==> src/rtl/rriot_bus_master.sv <==
`default_nettype none
// +--------------------------------------------------------------------------+
// | rriot_bus_master                                                         |
// | 6502-style RRIOT bus initiator driven by a host command/response         |
// | handshake, with a synchronised peripheral interrupt.                     |
// | Optional macro BM_RETRY_EN: re-run reads that see no OE.                 |
// | Revision: 1.0                                                            |
// +--------------------------------------------------------------------------+
module rriot_bus_master #(
  parameter int DIV       = 2,
  parameter int MAX_RETRY = 3
) (
  input  logic        clk,
  input  logic        rst_n,
  input  logic        cmd_valid,
  output logic        cmd_ready,
  input  logic        cmd_we,
  input  logic [10:0] cmd_addr,
  input  logic [7:0]  cmd_wdata,
  output logic        rsp_valid,
  input  logic        rsp_ready,
  output logic [7:0]  rsp_rdata,
  output logic        rsp_nack,
  output logic        phi2,
  output logic        we_n,
  output logic [9:0]  A,
  output logic [7:0]  DI,
  input  logic [7:0]  DO,
  input  logic        OE,
  output logic        cs1_n,
  output logic        rs_n,
  input  logic        irq_n,
  output logic        irq_level,
  output logic        irq_pulse
);

  localparam int CW = $clog2(DIV) + 1;
  localparam logic [CW-1:0] C_LAST = CW'(DIV - 1);

  typedef enum logic [2:0] {
    S_IDLE = 3'd0,
    S_ADDR = 3'd1,
    S_DATA = 3'd2,
    S_RESP = 3'd3,
    S_GAP  = 3'd4
  } state_t;

  state_t          r_state, w_state;
  logic [CW-1:0]   r_cnt, w_cnt;
  logic            r_phi2, w_phi2;
  logic            r_we_n, w_we_n;
  logic [9:0]      r_a, w_a;
  logic [7:0]      r_di, w_di;
  logic            r_cs1_n, w_cs1_n;
  logic            r_rs_n, w_rs_n;
  logic            r_rsp_valid, w_rsp_valid;
  logic [7:0]      r_rsp_rdata, w_rsp_rdata;
  logic            r_rsp_nack, w_rsp_nack;
  logic            r_irq_meta, r_irq_level, r_irq_pulse;

`ifdef BM_RETRY_EN
  localparam int RW = $clog2(MAX_RETRY + 1) + 1;
  logic [RW-1:0]   r_retry, w_retry;
  logic            r_rom, w_rom;
`endif

  always_comb begin
    w_state     = r_state;
    w_cnt       = r_cnt;
    w_phi2      = r_phi2;
    w_we_n      = r_we_n;
    w_a         = r_a;
    w_di        = r_di;
    w_cs1_n     = r_cs1_n;
    w_rs_n      = r_rs_n;
    w_rsp_valid = r_rsp_valid;
    w_rsp_rdata = r_rsp_rdata;
    w_rsp_nack  = r_rsp_nack;
`ifdef BM_RETRY_EN
    w_retry     = r_retry;
    w_rom       = r_rom;
`endif
    case (r_state)
      S_IDLE: begin
        if (cmd_valid) begin
          w_state = S_ADDR;
          w_cnt   = '0;
          w_phi2  = 1'b0;
          w_a     = cmd_addr[9:0];
          w_we_n  = ~cmd_we;
          w_di    = cmd_we ? cmd_wdata : 8'h00;
          w_cs1_n = cmd_addr[10];
          w_rs_n  = ~cmd_addr[10];
`ifdef BM_RETRY_EN
          w_retry = '0;
          w_rom   = cmd_addr[10];
`endif
        end
      end
      S_ADDR: begin
        if (r_cnt == C_LAST) begin
          w_state = S_DATA;
          w_cnt   = '0;
          w_phi2  = 1'b1;
        end else begin
          w_cnt = r_cnt + 1'b1;
        end
      end
      S_DATA: begin
        if (r_cnt == C_LAST) begin
          // Bus cycle ends here: phi2 drops and the peripheral is deselected.
          w_cnt       = '0;
          w_phi2      = 1'b0;
          w_cs1_n     = 1'b1;
          w_rs_n      = 1'b1;
          w_we_n      = 1'b1;
          w_state     = S_RESP;
          w_rsp_valid = 1'b1;
          w_rsp_rdata = r_we_n ? (OE ? DO : 8'hFF) : 8'h00;
          w_rsp_nack  = r_we_n & ~OE;
`ifdef BM_RETRY_EN
          if (r_we_n && !OE && (r_retry < RW'(MAX_RETRY))) begin
            w_state     = S_GAP;
            w_retry     = r_retry + 1'b1;
            w_rsp_valid = 1'b0;
            w_rsp_rdata = r_rsp_rdata;
            w_rsp_nack  = r_rsp_nack;
          end
`endif
        end else begin
          w_cnt = r_cnt + 1'b1;
        end
      end
      S_RESP: begin
        if (rsp_ready) begin
          w_rsp_valid = 1'b0;
          w_state     = S_IDLE;
        end
      end
`ifdef BM_RETRY_EN
      S_GAP: begin
        w_state = S_ADDR;
        w_cnt   = '0;
        w_cs1_n = r_rom;
        w_rs_n  = ~r_rom;
      end
`endif
      default: w_state = S_IDLE;
    endcase
  end

  always_ff @(posedge clk) begin
    if (!rst_n) begin
      r_state     <= S_IDLE;
      r_cnt       <= '0;
      r_phi2      <= 1'b0;
      r_we_n      <= 1'b1;
      r_a         <= '0;
      r_di        <= '0;
      r_cs1_n     <= 1'b1;
      r_rs_n      <= 1'b1;
      r_rsp_valid <= 1'b0;
      r_rsp_rdata <= '0;
      r_rsp_nack  <= 1'b0;
`ifdef BM_RETRY_EN
      r_retry     <= '0;
      r_rom       <= 1'b0;
`endif
    end else begin
      r_state     <= w_state;
      r_cnt       <= w_cnt;
      r_phi2      <= w_phi2;
      r_we_n      <= w_we_n;
      r_a         <= w_a;
      r_di        <= w_di;
      r_cs1_n     <= w_cs1_n;
      r_rs_n      <= w_rs_n;
      r_rsp_valid <= w_rsp_valid;
      r_rsp_rdata <= w_rsp_rdata;
      r_rsp_nack  <= w_rsp_nack;
`ifdef BM_RETRY_EN
      r_retry     <= w_retry;
      r_rom       <= w_rom;
`endif
    end
  end

  // Interrupt path is independent of the bus FSM.
  always_ff @(posedge clk) begin
    if (!rst_n) begin
      r_irq_meta  <= 1'b0;
      r_irq_level <= 1'b0;
      r_irq_pulse <= 1'b0;
    end else begin
      r_irq_meta  <= ~irq_n;
      r_irq_level <= r_irq_meta;
      r_irq_pulse <= r_irq_meta & ~r_irq_level;
    end
  end

  assign cmd_ready = (r_state == S_IDLE);
  assign rsp_valid = r_rsp_valid;
  assign rsp_rdata = r_rsp_rdata;
  assign rsp_nack  = r_rsp_nack;
  assign phi2      = r_phi2;
  assign we_n      = r_we_n;
  assign A         = r_a;
  assign DI        = r_di;
  assign cs1_n     = r_cs1_n;
  assign rs_n      = r_rs_n;
  assign irq_level = r_irq_level;
  assign irq_pulse = r_irq_pulse;

endmodule
`default_nettype wire

==> config.mk <==
export PLATFORM = sky130hd
export DESIGN_NAME = rriot_bus_master
export DESIGN_NICKNAME = d
export VERILOG_FILES = /design/src/rtl/rriot_bus_master.sv
export SDC_FILE = /design/constraint.sdc
export NUM_CORES = 1
export LEC_CHECK = 0
export ABC_AREA = 0
export BUFFER_PORTS_ARGS = -buffer_cell sky130_fd_sc_hd__clkbuf_2
export CAP_MARGIN = 10
export CORE_MARGIN = 2
export CORE_UTILIZATION = 40
export CTS_CLUSTER_DIAMETER = 50
export DETAILED_ROUTE_END_ITERATION = 16
export GPL_ROUTABILITY_DRIVEN = 0
export GPL_TIMING_DRIVEN = 0
export HOLD_SLACK_MARGIN = 0.08
export PLACE_DENSITY_LB_ADDON = 0.25
export SLEW_MARGIN = 20
export SYNTH_ARGS = -nofsm -noshare
export SYNTH_HDL_FRONTEND = slang
export SYNTH_SLANG_ARGS = --single-unit
==> constraint.sdc <==
create_clock -name clk -period 1.4 [get_ports clk]
set_input_delay 0.14 -clock clk [delete_from_list [all_inputs] [get_ports clk]]
set_output_delay 0.14 -clock clk [all_outputs]
set_load 0.02 [all_outputs]
## Yosys cells after proc, flatten, opt, wreduce, memory -nomap -nowiden

Index checks and enable logic that the tools add are counted.

- Output and inout port bits: 35
- Logic and storage cells: 66
- Register bits: 40
- Input bits: 34

- $add $sub $neg: 1
- Muxes and demuxes: 23
- Equality and inequality tests: 8
- Reduce and logical (&&, ||, !) cells: 13
- Bitwise operators: 7

Operators with widths:

| cell | number |
|---|---|
| 2-to-1 mux 8 bit | 3 |
| 2-to-1 mux 3 bit | 4 |
| one-hot mux 3 bit (4 select lines) | 1 |
| != test 2 bit, second input constant | 4 |
| one-hot mux 1 bit (2 select lines) | 4 |
| AND reduction 4 bit | 2 |
| 2-to-1 mux 1 bit | 7 |
| equality test 3 x 2 -> 1 bit, second input constant | 2 |
| AND reduction 2 bit | 3 |
| AND reduction 3 bit | 2 |
| nonzero test 2 bit | 3 |
| inverter 1 bit | 5 |
| 2-to-1 mux 2 bit | 2 |
| one-hot mux 2 bit (2 select lines) | 1 |
| equality test 3 x 1 -> 1 bit, second input constant | 1 |
| logical NOT 3 bit | 1 |
| one-hot mux 1 bit (3 select lines) | 1 |
| nonzero test 3 bit | 1 |
| adder 2 x 1 -> 2 bit, second input constant | 1 |
| bitwise AND 1 bit | 2 |
| equality test 2 x 1 -> 1 bit, second input constant | 1 |
| OR reduction 2 bit | 1 |

## Depth between registers and ports, before layout

- Depth after elaboration: 4
- Gate-level depth with buffers: 7
- Depth with buffers taken out: 5

## Least setup slack after synthesis

Ideal clock, no wire load.

- Path type: register to register
- From: register r_state[0]
- To: register r_state[0]
- Arrival time: 1.456 ns
- Clock period less this slack: 1.527 ns
- Slack: -0.127 ns
- Library setup time: 0.072 ns
- Cell stages (with the launch flop): 6
- Required time: 1.328 ns
- Buffers on the path: 0
- Cells stage by stage: dfxtp_1 > inv_1 > ha_1 > or2_4 > a221oi_4 > mux2i_1

- Word-level cells in the longest chain between the ends: 3
- Elaborated cells on any way between the ends: 10
- Those cells by class: eq/ne: 7; mux: 1; reduce/logical: 2

Ends and longest elaborated chain:

| item | line | source |
|---|---|---|
| from (decl) | 48 | `state_t r_state, w_state;` |
| from (signal assigned) | 170 | `r_state <= w_state;` |
| equality test 3 x 1 -> 1 bit, or another cell as far along | 83 | `case (r_state)` |
| != test 2 bit (no source line) | -- |  |
| AND reduction 4 bit (no source line) | -- |  |

Parallel ways exist; a longest one is shown, timed or not.
A chain may end at the register's enable or synchronous reset.

## Worst setup path in the final report

- From: register r_state[1]
- To: register r_state[1]

The elaborated chain is that of the path after synthesis.

==> results.toml <==
[synth]
synth_cells = 192
avgSynthCellArea_sq_um = 9.065
synth-edff-count = 0
syn_area_sq_um = 1740
yosysUniqueCellTypes = 30
ys_seq_elements = 39
synth-seq-area-share = 0.4486
synth_warnings = 0
syn_nets = 233
async_reset_ff_frac = 0
synthFlopType = "dfxtp_1"

[job]
drv_cap = 0

[drt]
finalWirelength_um = 4006
first_iter_violations = 58
vias = 1575
first_pass_iters = 4
vias_per_cell = 4.744
drtAntennaViolNets = 0
wire_per_inst_um = 12.07
route.detailed.drc = 0

[global_route]
gr-usage-all-layers = 0.1704
grt_pass1_wl_um = 6755
overflow = 0
grt_start_max_net_pins = 12
antenna_found_initial = 0
grt_pass1_vias = 1504

[clocking]
cts_made_buffers = 5
cts_max_level = 2
root_buffer = "clkbuf_8"
cts.sinks = 39
clock_latency_ns = 0.29
path_clk_slew_ns = 0.07
cts.path.max_buffers = 2
cts_tree = "built"

[final_layout]
nets = 322
diodes = 0
design_area_sq_um = 2446
area_delta_synth_final_pct = 40.55
drive_above_1_share = 0.3688
stdcell_count = 332

[worst_setup_path]
worstPathRequired_ns = 1.61
critPathCaptureType = "flip-flop"
ff2ff_path_depth = 5
rrSetupSlack_ns = -0.04
critPathArrivalTime_ns = 1.64
crit_fanout = 4
r2r_start = "r_state[1]"
cp-start-kind = "flip-flop"
setup.worst_path.class = "reg -> reg"
critPathLaunch = "r_state[1]"
r2r_end = "r_state[1]"

[place]
dp_hpwl_um = 2907
io_buffers = 67
dp_cells = 309
placedInstanceArea_sq_um = 2146

[sta]
final-setup-viol-count = 3
worst_slack_ns = -0.03656
rsz0062_at_grt = "true"
maxSlewHeadroom = 0.7253
tns_ns = -0.06244
fin_crit_sh = 1.026
fin_worst_skew_ns = 0.005554
period_needed_ns = 1.437
hold_ws_ns = 0.09078
max_freq_ghz = 0.6961
slew_violations = 0
hold_viol = 0
worst_pin_slew_ns = 0.4120

[min_path]
hold_start = "cmd_addr[9]"
hp-class = "in -> reg"
worstHoldPathCells = 3
hold_path_end = "A[9]"

[power_and_ir_drop]
cellPowerDensity_nw_per_um2 = 1661
ir_drop_uv = 1019
p_total_mw = 4.063
p_leak_nw = 1.079

[floorplan]
start_util = 0.4259
die_w_um = 69.96
die_area_sq_um = 4894
ios = 69
core_sq_um = 4086
fp.dieH_um = 69.96
rows = 23

[status]
outcome = "complete, but fails checks"
violations = "negative setup slack"
-- cell families (layout without fill, tap and decap cells) --
| group | after synthesis | in the layout | synth area share |
|---|---|---|---|
| AO/OA/AOI/OAI | 35 | 35 | 0.1725 |
| adder cells (fa/ha/maj) | 7 | 7 | 0.05032 |
| flip-flops | 39 | 39 | 0.4486 |
| AND/OR/NAND/NOR | 90 | 90 | 0.2552 |
| multiplexers | 6 | 6 | 0.03451 |
| buffers and inverters | 15 | 105 | 0.03882 |
-- metal layers --
metal / vias up / routed length (um) / global-route usage
li1: 817 / - / -
met1: 706 / 1848 / 0.2080
met2: 46 / 1863 / 0.2783
met3: 6 / 242 / 0.04762
met4: 0 / 51 / 0.07692
met5: - / 0 / 0
-- flip-flops by register name (all words and copies together), names as in the netlist --
| signal | count |
|---|---|
| A | 10 |
| DI | 8 |
| cs1_n | 1 |
| irq_level | 1 |
| irq_pulse | 1 |
| phi2 | 1 |
| r_cnt | 2 |
| r_irq_meta | 1 |
| r_state | 2 |
| rs_n | 1 |
| rsp_nack | 1 |
| rsp_rdata | 8 |
| rsp_valid | 1 |
| we_n | 1 |
-- synthesized netlist by cell type (3+ instances only) --
cell	n	area share
a21boi_0	8	0.035
a21boi_1	19	0.082
buf_2	3	0.0086
clkbuf_1	5	0.011
dfxtp_1	39	0.45
ha_1	7	0.050
inv_1	5	0.011
mux2i_1	6	0.035
nand2_1	44	0.095
nand2b_1	8	0.029
nand3_1	16	0.046
nor2_1	4	0.0086
nor2b_1	7	0.025
-- stage by stage --
| step | util | setup slack [ns] |
|---|---|---|
| 5_1_grt | 0.5986 | -0.1043 |
| 6_report | 0.5986 | -0.03656 |
| 3_3_place_gp | 0.5251 | -0.1517 |
| 3_5_place_dp | 0.5251 | -0.1898 |
| 2_1_floorplan | - | -0.005194 |
| 4_1_cts | 0.5955 | -0.06801 |
-- power by group --
group,internal (mW),switching (mW),leakage (nW)
logic,0.810,0.985,0.708
clock network,0.449,0.362,0.0515
registers,1.32,0.139,0.320
total,2.58,1.49,1.08
-- final cells by class --
cell class,instances,area (sq um)
fillers,373,1640
repair buffers,83,484.2
multi-input cells,138,937.1
well taps,50,62.56
plain buffers,9,50.05
flip-flops and latches,39,788.3
inverters,5,23.77
clock buffers,8,100.1
-- what timing repair did --
action | in CTS | in global routing
buffers inserted | 6 | 0
hold buffers | 10 | 0
pin swaps | 4 | 3
setup endpoints to repair | 26 | 36
gates resized for setup | 13 | 6
endpoints found under the hold margin | 10 | 0
-- cells in the final DEF, fill, tap and decap left out, types with 3 or more instances in the layout --
cell | synthesis | layout
a21boi_0 | 8 | 6
a21boi_1 | 19 | 21
buf_4 | 2 | 7
clkbuf_1 | 5 | 6
clkbuf_2 | 0 | 67
clkbuf_8 | 0 | 7
dfxtp_1 | 39 | 37
dlygate4sd3_1 | 0 | 10
ha_2 | 0 | 3
inv_1 | 5 | 3
mux2i_1 | 6 | 6
nand2_1 | 44 | 43
nand2b_1 | 8 | 8
nand3_1 | 16 | 16
nor2_1 | 4 | 4
nor2b_1 | 7 | 7
-- worst max path at each step --
stage | to | slack, ns | depth (start not counted)
final | r_state[1] | -0.04 | 5
after global routing | r_state[1] | -0.10 | 5
after CTS | r_state[1] | -0.07 | 5
after detailed placement | DI[5] | -0.19 | 6
after global placement | DI[7] | -0.15 | 6
after floorplan | r_state[0] | -0.005 | 5
-- critical path, stage by stage, from the launching register on --
cell and delay, ns:
dfxtp_4 0.36, buf_6 0.11, ha_4 0.15, or2_4 0.24, a221oi_4 0.28, mux2i_1 0.21
No activity file was read; power rests on OpenSTA's default activity.
